--- config.mk ---
export PLATFORM = sky130hd
export DESIGN_NAME = popcount_pipe_cfu
export DESIGN_NICKNAME = d
export VERILOG_FILES = /design/src/rtl/cfu_pkg.sv /design/src/rtl/byte_popcount.sv /design/src/rtl/popcount_pipe_cfu.sv
export SDC_FILE = /design/constraint.sdc
export NUM_CORES = 1
export LEC_CHECK = 0
export CAP_MARGIN = 20
export CORE_MARGIN = 5
export CORE_UTILIZATION = 45
export CTS_CLUSTER_SIZE = 24
export DETAILED_ROUTE_END_ITERATION = 6
export MAX_ROUTING_LAYER = met4
export PLACE_DENSITY = 0.69
export SLEW_MARGIN = 20
export SYNTH_ARGS = -nofsm -noshare
export SYNTH_HDL_FRONTEND = slang
export SYNTH_HIERARCHICAL = 1
export SYNTH_SLANG_ARGS = --single-unit
export TNS_END_PERCENT = 100
--- constraint.sdc ---
create_clock -name clk -period 6.1 [get_ports clk]
set_input_delay 0.61 -clock clk [delete_from_list [all_inputs] [get_ports clk]]
set_output_delay 0.61 -clock clk [all_outputs]
set_load 0.02 [all_outputs]
--- src/rtl/cfu_pkg.sv ---
// ---------------------------------------------------------------------------
// cfu_pkg
// Shared types and helpers for the CFU blocks.
//   cfu_status_t            : response status returned with every result
//   popcount_func_t         : function codes of popcount_pipe_cfu
//   popcount_pipe_params_ok : elaboration-time parameter sanity check
// ---------------------------------------------------------------------------
package cfu_pkg;

   typedef enum logic [1:0] {
      CFU_OK       = 2'd0,
      CFU_ERROR_OP = 2'd1
   } cfu_status_t;

   typedef enum logic [2:0] {
      POP       = 3'd0,
      POP_AND   = 3'd1,
      HAM       = 3'd2,
      BYTEPOP   = 3'd3,
      ACC       = 3'd4,
      ACC_RDCLR = 3'd5
   } popcount_func_t;

   // True when the popcount pipeline can be built with these settings.
   function automatic bit popcount_pipe_params_ok(input int data_w,
                                                  input int latency,
                                                  input int func_id_w);
      return ((data_w == 32) || (data_w == 64)) &&
             (latency >= 1) && (latency <= 3) &&
             (func_id_w >= 3);
   endfunction

endpackage

--- src/rtl/byte_popcount.sv ---
// ---------------------------------------------------------------------------
// byte_popcount
// Combinational count of set bits in one byte.
//   i_byte  : byte to count
//   o_count : number of ones in i_byte (0..8)
// ---------------------------------------------------------------------------
module byte_popcount (
   input  logic [7:0] i_byte,
   output logic [3:0] o_count
);

   always_comb begin
      o_count = '0;
      for (int i = 0; i < 8; i++) begin
         o_count = o_count + {3'b000, i_byte[i]};
      end
   end

endmodule

--- src/rtl/popcount_pipe_cfu.sv ---
// ---------------------------------------------------------------------------
// popcount_pipe_cfu
// Pipelined bit-count custom function unit with valid/ready on request and
// response. Functions: POP, POP_AND, HAM, BYTEPOP, ACC, ACC_RDCLR; codes 6/7
// (and any higher code) answer CFU_ERROR_OP. LATENCY (1..3) cycles from
// accept to response valid, one op per cycle, in order.
//   clk, rst_n                   : clock, asynchronous active-low reset
//   req_valid/req_ready          : request handshake (req_ready = advance)
//   req_cfu                      : CFU id, ignored
//   req_func                     : function code
//   req_data0/req_data1          : operands
//   resp_valid/resp_ready        : response handshake
//   resp_status/resp_data        : result, held while stalled
// ---------------------------------------------------------------------------
module popcount_pipe_cfu
   import cfu_pkg::*;
#(
   parameter int CFU_VERSION    = 100,
   parameter int CFU_CFU_ID_MAX = 1,
   parameter int CFU_CFU_ID_W   = 0,
   parameter int CFU_FUNC_ID_W  = 3,
   parameter int CFU_DATA_W     = 32,
   parameter int LATENCY        = 2
) (
   input  logic                                                  clk,
   input  logic                                                  rst_n,
   input  logic                                                  req_valid,
   output logic                                                  req_ready,
   input  logic [((CFU_CFU_ID_W > 0) ? CFU_CFU_ID_W : 1)-1:0]    req_cfu,
   input  logic [CFU_FUNC_ID_W-1:0]                              req_func,
   input  logic [CFU_DATA_W-1:0]                                 req_data0,
   input  logic [CFU_DATA_W-1:0]                                 req_data1,
   output logic                                                  resp_valid,
   input  logic                                                  resp_ready,
   output cfu_status_t                                           resp_status,
   output logic [CFU_DATA_W-1:0]                                 resp_data
);

   localparam int NB = CFU_DATA_W / 8;   // bytes per operand
   localparam int NL = NB / 2;           // 16-bit lanes per operand

   if (!popcount_pipe_params_ok(CFU_DATA_W, LATENCY, CFU_FUNC_ID_W)) begin : g_bad_params
      $error("popcount_pipe_cfu: CFU_DATA_W must be 32/64, LATENCY 1..3, CFU_FUNC_ID_W >= 3");
   end

   // Interface-level settings with no effect on the datapath.
   localparam int unused_cfg = CFU_VERSION + CFU_CFU_ID_MAX;
   logic w_unused_cfu;
   assign w_unused_cfu = ^req_cfu;

   // Single global advance: every stage moves together or holds together,
   // so bubbles never collapse during a stall.
   logic r_resp_valid;
   logic w_en;
   assign w_en      = !r_resp_valid || resp_ready;
   assign req_ready = w_en;

   // ---------------- S1: decode, operand select, byte counts ----------------
   popcount_func_t            w_s1_op;
   logic                      w_s1_err;
   logic [CFU_DATA_W-1:0]     w_sel;
   logic [4*NB-1:0]           w_s1_cnt;

   // NOTE: every output gets a default before the case so no latch is inferred.
   always_comb begin
      w_s1_op  = POP;
      w_s1_err = 1'b0;
      w_sel    = req_data0;
      if (req_func > CFU_FUNC_ID_W'(5)) begin
         w_s1_err = 1'b1;
      end else begin
         w_s1_op = popcount_func_t'(req_func[2:0]);
         case (w_s1_op)
            POP_AND: w_sel = req_data0 & req_data1;
            HAM:     w_sel = req_data0 ^ req_data1;
            default: ;
         endcase
      end
   end

   for (genvar g = 0; g < NB; g++) begin : g_byte
      byte_popcount u_byte_popcount (
         .i_byte  (w_sel[8*g +: 8]),
         .o_count (w_s1_cnt[4*g +: 4])
      );
   end

   // ---------------- Stage A: byte counts registered (LATENCY >= 2) ---------
   logic                      w_a_valid;
   logic                      w_a_err;
   popcount_func_t            w_a_op;
   logic [4*NB-1:0]           w_a_cnt;

   if (LATENCY >= 2) begin : g_stage_a
      logic            r_valid;
      logic            r_err;
      popcount_func_t  r_op;
      logic [4*NB-1:0] r_cnt;

      // NOTE: sequential state uses non-blocking assignments only.
      always_ff @(posedge clk or negedge rst_n) begin
         if (!rst_n) begin
            r_valid <= 1'b0;
            r_err   <= 1'b0;
            r_op    <= POP;
            r_cnt   <= '0;
         end else if (w_en) begin
            r_valid <= req_valid;
            r_err   <= w_s1_err;
            r_op    <= w_s1_op;
            r_cnt   <= w_s1_cnt;
         end
      end

      assign w_a_valid = r_valid;
      assign w_a_err   = r_err;
      assign w_a_op    = r_op;
      assign w_a_cnt   = r_cnt;
   end else begin : g_no_stage_a
      assign w_a_valid = req_valid;
      assign w_a_err   = w_s1_err;
      assign w_a_op    = w_s1_op;
      assign w_a_cnt   = w_s1_cnt;
   end

   // 16-bit lane sums: two byte counts each, max 16 fits in 5 bits.
   logic [5*NL-1:0] w_a_lane;
   always_comb begin
      w_a_lane = '0;
      for (int l = 0; l < NL; l++) begin
         w_a_lane[5*l +: 5] = {1'b0, w_a_cnt[8*l +: 4]} + {1'b0, w_a_cnt[8*l+4 +: 4]};
      end
   end

   // ---------------- Stage B: lane sums registered (LATENCY == 3) -----------
   logic                      w_b_valid;
   logic                      w_b_err;
   popcount_func_t            w_b_op;
   logic [4*NB-1:0]           w_b_cnt;
   logic [5*NL-1:0]           w_b_lane;

   if (LATENCY == 3) begin : g_stage_b
      logic            r_valid;
      logic            r_err;
      popcount_func_t  r_op;
      logic [4*NB-1:0] r_cnt;   // still needed for BYTEPOP
      logic [5*NL-1:0] r_lane;

      always_ff @(posedge clk or negedge rst_n) begin
         if (!rst_n) begin
            r_valid <= 1'b0;
            r_err   <= 1'b0;
            r_op    <= POP;
            r_cnt   <= '0;
            r_lane  <= '0;
         end else if (w_en) begin
            r_valid <= w_a_valid;
            r_err   <= w_a_err;
            r_op    <= w_a_op;
            r_cnt   <= w_a_cnt;
            r_lane  <= w_a_lane;
         end
      end

      assign w_b_valid = r_valid;
      assign w_b_err   = r_err;
      assign w_b_op    = r_op;
      assign w_b_cnt   = r_cnt;
      assign w_b_lane  = r_lane;
   end else begin : g_no_stage_b
      assign w_b_valid = w_a_valid;
      assign w_b_err   = w_a_err;
      assign w_b_op    = w_a_op;
      assign w_b_cnt   = w_a_cnt;
      assign w_b_lane  = w_a_lane;
   end

   // ---------------- Final stage: total, function mux, accumulator ----------
   logic [6:0]            w_total;
   logic [CFU_DATA_W-1:0] w_total_ext;
   logic [CFU_DATA_W-1:0] w_res;
   logic [CFU_DATA_W-1:0] w_acc_next;
   cfu_status_t           w_status;
   logic [CFU_DATA_W-1:0] r_acc;
   logic [CFU_DATA_W-1:0] r_resp_data;
   cfu_status_t           r_resp_status;

   always_comb begin
      w_total = '0;
      for (int l = 0; l < NL; l++) begin
         w_total = w_total + 7'(w_b_lane[5*l +: 5]);
      end
   end

   always_comb begin
      w_total_ext = CFU_DATA_W'(w_total);
      w_res       = w_total_ext;
      w_acc_next  = r_acc;
      w_status    = CFU_OK;
      if (w_b_err) begin
         w_res    = '0;
         w_status = CFU_ERROR_OP;
      end else begin
         case (w_b_op)
            BYTEPOP: begin
               for (int k = 0; k < NB; k++) begin
                  w_res[8*k +: 8] = {4'b0000, w_b_cnt[4*k +: 4]};
               end
            end
            ACC: begin
               w_acc_next = r_acc + w_total_ext;
               w_res      = w_acc_next;
            end
            ACC_RDCLR: begin
               w_res      = r_acc;
               w_acc_next = '0;
            end
            default: ;
         endcase
      end
   end

   // The accumulator moves only when its op is loaded into the output
   // register, so a held (stalled) op can never be applied twice.
   always_ff @(posedge clk or negedge rst_n) begin
      if (!rst_n) begin
         r_resp_valid  <= 1'b0;
         r_resp_data   <= '0;
         r_resp_status <= CFU_OK;
         r_acc         <= '0;
      end else if (w_en) begin
         r_resp_valid <= w_b_valid;
         if (w_b_valid) begin
            r_resp_data   <= w_res;
            r_resp_status <= w_status;
            r_acc         <= w_acc_next;
         end
      end
   end

   assign resp_valid  = r_resp_valid;
   assign resp_data   = r_resp_data;
   assign resp_status = r_resp_status;

endmodule

==> results.txt, run 1 <==
status: completed
CTS hold repair buffers: 0
Initial Utilization: 46.0%
Slew @ Worst Pin: 0.955 ns
NumNets Final: 1044
DIE WIDTH: 135 um
H-tree levels: 3
fillers: 1416
final setup violation count: 0
unrepaired setup endpoints after global routing: false
FF/Latch Area: 0.00218 mm^2
#FFs+latches synth: 87
dpl cells: 1067
multi-input logic area: 0.00433 mm^2
Synth Area per Inst: 8.66 um^2
worst reg2reg endpoint: resp_data[19]
final hold viol count: 0
DRT Pass-1 Iters: 5
Ys Warns: 6
root buf cell: clkbuf_16
CP Max Fanout: 7
dominant synthesized flop cell: dfrtp_1
Post-DRT Antenna Nets: 0
Final Slew Violations: 0
Reg power frac: 22.7%
# DRC: 0
combinational share of power: 62.3%
final wirelength: 17700 um
Required @ worst endpoint: 6.29 ns
post-CTS sizing: 0
vias in the first global route: 5954
worst reg2reg path depth: 14
Worst setup SP type: flop
post-synth cell types: 67
post-DP HPWL: 12900 um
Num CTS Buffers: 9
reg2reg start: g_stage_a.r_cnt[2]
net switching power: 1.82 mW
Layout Skew: 0.00854 ns
Seq/Total Area, Yosys: 31.2%
vias per cell: 5.67
TNS Setup: 0 ns
Std-Cell Rows: 45
Antenna diodes: 0
CP Launch Point: g_stage_a.r_cnt[2]
Hold Slack: 0.189 ns
maxcap violations: 0
Finished Layout Cells: 1082
Worst-Skew Late Latency: 0.34 ns
clock slew at reported path FFs: 0.06 ns
clk buf depth: 2
Synth Net Count: 961
grt ovf: 0
Setup CP Type: reg -> reg
maximum clock frequency: 227 MHz
core footprint: 0.0152 mm^2
total number of vias: 6139
Leakage: 3.80 nW
largest net degree at the start of global routing: 59
Critical Path AT: 4.59 ns
CP endpoint kind: flop
CTS tree: built
post-CTS setup buffer count: 0
min cycle time layout: 4.40 ns
I/O pin count: 108
crit share post-route: 72.1%
Post-synth EDFFs: 0
port bufs: 105
HP Class: in -> async
Int Pwr: 1.98 mW
ys async rst share: 100%
All-Layer GR Usage: 20.6%
Pwr per Cell Area: 450 mW/mm^2
worst rel slew slack: 36.3%
reg-to-reg slack, setup: 1.70 ns
TritonCTS sink count: 87
routed len/inst: 16.3 um
initial antenna violation count: 0
first-pass GRT wire length: 29800 um
die area: 0.0181 mm^2
Die Ht: 135 um
Clock Power Share: 15.0%
worst IR drop on VDD: 0.393 mV
Mapped Area: 0.00699 mm^2
Sw Ratio: 47.9%
Layout area overhead: 21.1%
initial DRC count: 510
fraction of layout cells with a size suffix above 1: 5.93%
routability congestion estimate: 0.877
Synth Instances: 807
[layer usage]
layer	wire length [um]	share of wire (%)	up-vias	track usage (%)
li1	-	-	3020	-
met1	8020	45	2922	28.0
met2	8420	48	183	33.0
met3	1060	6.0	14	3.50
met4	144	0.82	0	3.68
met5	0	0	-	-
[area by class of cell]
class                           count  share of cell area (%)
Clock inverter                      2                   0.458
Clock buffer                       13                    3.19
Sequential cell                    87                    25.7
Timing Repair Buffer              115                    13.3
Multi-Input combinational cell    603                    51.2
Inverter                           74                    3.34
Tap cell                          188                    2.78
[critical path, cell delays in order, from the launching register on]
cell and delay (ns):
dfrtp_1 0.38, inv_1 0.09, fa_1 0.51, fa_1 0.53, inv_1 0.08, ha_1 0.30
a21o_1 0.18, a21oi_1 0.17, xnor2_1 0.25, ha_1 0.36, o21ai_1 0.18, a211oi_2 0.53
nand4_1 0.29, xnor2_1 0.27, o221ai_1 0.14
[metrics by stage]
step	instance area, um^2	util [%]	power, mW	setup WS, ns
after CTS	8460	55.7	3.81	1.70
after detailed placement	8150	53.6	3.22	1.71
after global placement	8150	53.6	3.18	1.82
after global routing	8460	55.7	4.17	1.41
after floorplan	6990	-	2.59	2.26
final	8460	55.7	3.81	1.70
[state kept, by name (all words and copies together), names as in the netlist]
name	flops
g_stage_a.r_cnt	16
g_stage_a.r_err	1
g_stage_a.r_op	3
g_stage_a.r_valid	1
r_acc	32
resp_data	32
resp_status	1
resp_valid	1
[power groups by stage]
stage / Sequential [mW] / Combinational, mW / Clock (mW)
floorplan: 0.876 / 1.71 / 0
global placement: 0.867 / 2.31 / 0
detailed placement: 0.871 / 2.35 / 0
CTS: 0.862 / 2.37 / 0.579
global route: 0.884 / 2.67 / 0.609
finish: 0.864 / 2.37 / 0.572
[synthesized netlist by cell type (all sizes together), types with 3 or more instances]
library cell  instances  area share [%]
a211o                 3            0.38
a21o                  3            0.32
a21oi                31             2.3
a22o                  3            0.38
a22oi                44             4.7
a2bb2oi               7            0.88
a31oi                 8            0.72
and2                  5            0.45
and3                  8            0.72
buf                  15             1.3
clkbuf               28             1.6
dfrtp                87              31
fa                   25             7.2
ha                   57              10
inv                  74             4.0
nand2               151             8.1
nand3                24             2.0
nand3b                3            0.38
nand4                19             2.1
nor2                 17             1.2
nor2b                10            0.90
nor3                  5            0.36
nor3b                 5            0.61
nor4                  7             1.1
o2111ai               5            0.63
o211ai               12             1.4
o21ai                70             5.0
o221ai                6            0.75
o31ai                 7            0.75
o41ai                 3            0.38
or3                  11            0.99
or4                   7            0.81
xnor2                16             2.0
xor2                 14             1.8
[logic make-up (layout without fill, tap and decap cells)]
kind of cell,after synthesis,in the layout,share of synthesized area (%)
and+or+nand+nor,277,277,20.2
AOI/OAI and AO/OA,213,213,20.5
buffers and inverters,117,204,6.97
DFF,87,87,31.2
adders and majority gates,82,82,17.4
xor gates and xnor gates,30,30,3.76
other,1,1,0.0537
[cells in the final DEF (no fill, tap or decap), types with 5 or more instances in the layout]
cell	count
a21oi_1	29
a22oi_1	44
a2bb2oi_1	7
a31oi_1	8
and2_1	5
and3_1	8
buf_4	11
clkbuf_16	9
clkdlybuf4s50_1	104
dfrtp_1	87
fa_1	25
ha_1	57
inv_1	72
nand2_1	150
nand3_1	22
nand4_1	16
nor2_1	11
nor2b_1	10
nor3_1	5
nor4_1	5
o2111ai_1	5
o211ai_1	11
o21ai_0	36
o21ai_1	34
o221ai_1	6
o31ai_1	7
or3_1	11
or4_1	6
xnor2_1	16
xor2_1	14
[worst max path at each step]
stage                    endpoint  cells past startpoint  slack [ns]
floorplan           resp_data[30]                     14        2.26
global placement    resp_data[19]                     14        1.82
detailed placement  resp_data[19]                     14        1.71
CTS                 resp_data[19]                     14        1.70
global route        resp_data[19]                     14        1.41
finish              resp_data[19]                     14        1.70
Power figures use the tool's default switching activity.
==> run 2, diff against run 1 <==
PLACE_DENSITY = 0.71   (was 0.69)
clock period = 3.6 ns   (was 6.1 ns; I/O delays follow)
==> run 2 against run 1 <==
The flow now finishes with violations (setup timing). Core utilization grew 7.1 points. Register-to-register slack lost 2.0 ns. Sequential share of layout area shrank 2.9 points. Clock-buffer cell count shrank 2. Combinational power grew to 3.0 times the previous value. Clock power grew 55%. Clock skew grew 0.0057 ns. Sequential power grew 72%. Sequential cell count is the same. Via count grew 8.8%. Non-clock buffer count grew 89.
==> results.txt, run 2 (synthesis results as in run 1) <==
first-pass GRT wire length: 33200 um (+11%)
worst rel slew slack: 51.5% (+15 points)
maxcap violations: 0 (unchanged)
Worst setup SP type: flop
I/O pin count: 108 (unchanged)
DRT Pass-1 Iters: 5 (unchanged)
fraction of layout cells with a size suffix above 1: 18.8% (+13 points)
worst IR drop on VDD: 0.955 mV (+140%)
Finished Layout Cells: 1171 (+8.2%)
Final Slew Violations: 0 (unchanged)
multi-input logic area: 0.00468 mm^2 (+7.9%)
Layout Skew: 0.0142 ns (+0.00570 ns)
Worst-Skew Late Latency: 0.36 ns (+0.02 ns)
failing checks: setup timing
initial DRC count: 655 (+28%)
most frequent cells in the layout: nand2_1, clkdlybuf4s50_1, dfrtp_1
Setup CP Type: reg -> reg
status: finished with violations
vias per cell: 5.70 (+0.51%)
routability congestion estimate: 0.892 (+1.8%)
commonest non-fill, non-tap cell in the layout: nand2_1
NumNets Final: 1133 (+8.5%)
post-DP HPWL: 14700 um (+14%)
Post-DRT Antenna Nets: 0 (unchanged)
CP Max Fanout: 5 (-2)
CTS hold repair buffers: 0 (unchanged)
worst setup margin: -0.296 ns (-2.00 ns)
Layout area overhead: 36.5%
TritonCTS sink count: 87 (unchanged)
routed len/inst: 17.0 um (+4.3%)
Num CTS Buffers: 9 (unchanged)
Pwr per Cell Area: 1010 mW/mm^2 (+120%)
vias in the first global route: 6532 (+9.7%)
unrepaired setup endpoints after global routing: true
Slew @ Worst Pin: 0.727 ns (-0.228 ns)
H-tree levels: 3 (unchanged)
min cycle time layout: 3.90 ns (-0.501 ns)
Die Ht: 135 um (unchanged)
HP Class: in -> async
clk buf depth: 2 (unchanged)
dpl cells: 1135 (+6.4%)
initial antenna violation count: 0 (unchanged)
Leakage: 4.29 nW (+13%)
crit share post-route: 108% (+36 points)
FF/Latch Area: 0.00218 mm^2 (unchanged)
core footprint: 0.0152 mm^2 (unchanged)
TNS Setup: -9.94 ns (-9.94 ns)
Antenna diodes: 0 (unchanged)
grt ovf: 0 (unchanged)
Std-Cell Rows: 45 (unchanged)
port bufs: 105 (unchanged)
# DRC: 0 (unchanged)
maximum clock frequency: 257 MHz (+13%)
final wirelength: 19900 um (+13%)
CTS tree: built
final hold viol count: 0 (unchanged)
final setup violation count: 53 (+53)
die area: 0.0181 mm^2 (unchanged)
CP endpoint kind: flop
All-Layer GR Usage: 23.3% (+2.7 points)
root buf cell: clkbuf_16
total number of vias: 6678 (+8.8%)
Required @ worst endpoint: 3.83 ns (-2.46 ns)
fillers: 1239 (-13%)
largest net degree at the start of global routing: 77 (+31%)
DIE WIDTH: 135 um (unchanged)
clock slew at reported path FFs: 0.06 ns (about the same)
Critical Path AT: 4.13 ns (-0.46 ns)
Initial Utilization: 46.0% (unchanged)
==> run 2: report_power, final <==
part | switching (mW) | internal, mW | total (mW)
clock network | 0.402 | 0.485 | 0.887
registers | 0.268 | 1.22 | 1.49
logic | 3.66 | 3.56 | 7.22
==> run 2: final cells by class <==
class / instances / share of cell area, %
multi-input combinational: 603 / 49.0
sequential: 87 / 22.8
timing repair buffer: 204 / 19.8
inverter: 74 / 2.97
clock buffer: 11 / 2.55
tap: 188 / 2.47
clock inverter: 4 / 0.341
==> run 2: per-stage QoR <==
stage	power [mW]	area (um^2)	setup slack, ns	hold slack, ns	utilization [%]
after floorplan	4.50	7050	-0.0889	0.0644	-
after global placement	6.50	8770	-0.284	0.462	57.7
after detailed placement	6.57	8770	-0.368	0.470	57.7
after CTS	8.30	9250	-0.252	0.218	60.8
after global routing	10.3	9540	-0.482	0.114	62.7
final	9.60	9540	-0.296	0.0442	62.7
==> run 2: critical path, stage by stage (launching register included) <==
cell and delay (ns):
dfrtp_1 0.39, inv_2 0.08, fa_1 0.43, fa_1 0.49, inv_1 0.04, ha_2 0.19, fa_2 0.41, a21o_1 0.21
a21o_4 0.23, ha_4 0.17, buf_4 0.14, nor2_4 0.10, o211ai_4 0.13, buf_4 0.18, buf_6 0.12, buf_4 0.14
nand4_1 0.10, xor2_1 0.16, o21ai_1 0.07
==> run 2: path summary, 6_finish.rpt <==
path,from,to,slack [ns],cells after the start
setup / recovery,g_stage_a.r_cnt[1],resp_data[7],-0.30,18
hold / removal,rst_n,resp_data[5],0.04,1
setup reg to reg,g_stage_a.r_cnt[1],resp_data[7],-0.30,18
hold reg to reg,resp_data[4],resp_data[4],0.48,2
max in group asynchronous,rst_n,resp_data[13],2.89,2
min in group clk,resp_data[4],resp_data[4],0.48,2
==> run 2: routing by layer <==
metal / vias to the layer above / GRT usage, % / share of wire (%)
met5: - / - / 0
met4: 0 / 6.45 / 2.5
met3: 39 / 3.17 / 6.2
met2: 268 / 36.4 / 47
met1: 3176 / 31.9 / 44
li1: 3195 / - / -
==> run 2: repair_timing <==
item / CTS / global route
gates cloned: 1 / 0
buffers inserted: 8 / 12
setup endpoints to repair: 56 / 64
pin swaps: 9 / 30
resized for setup: 23 / 44
==> run 3, diff against run 2 <==
ABC_CLOCK_PERIOD_IN_PS = 3600   (was not set)
==> results of run 3 <==
The final DEF is identical to that of run 2; final timing and power are the same.
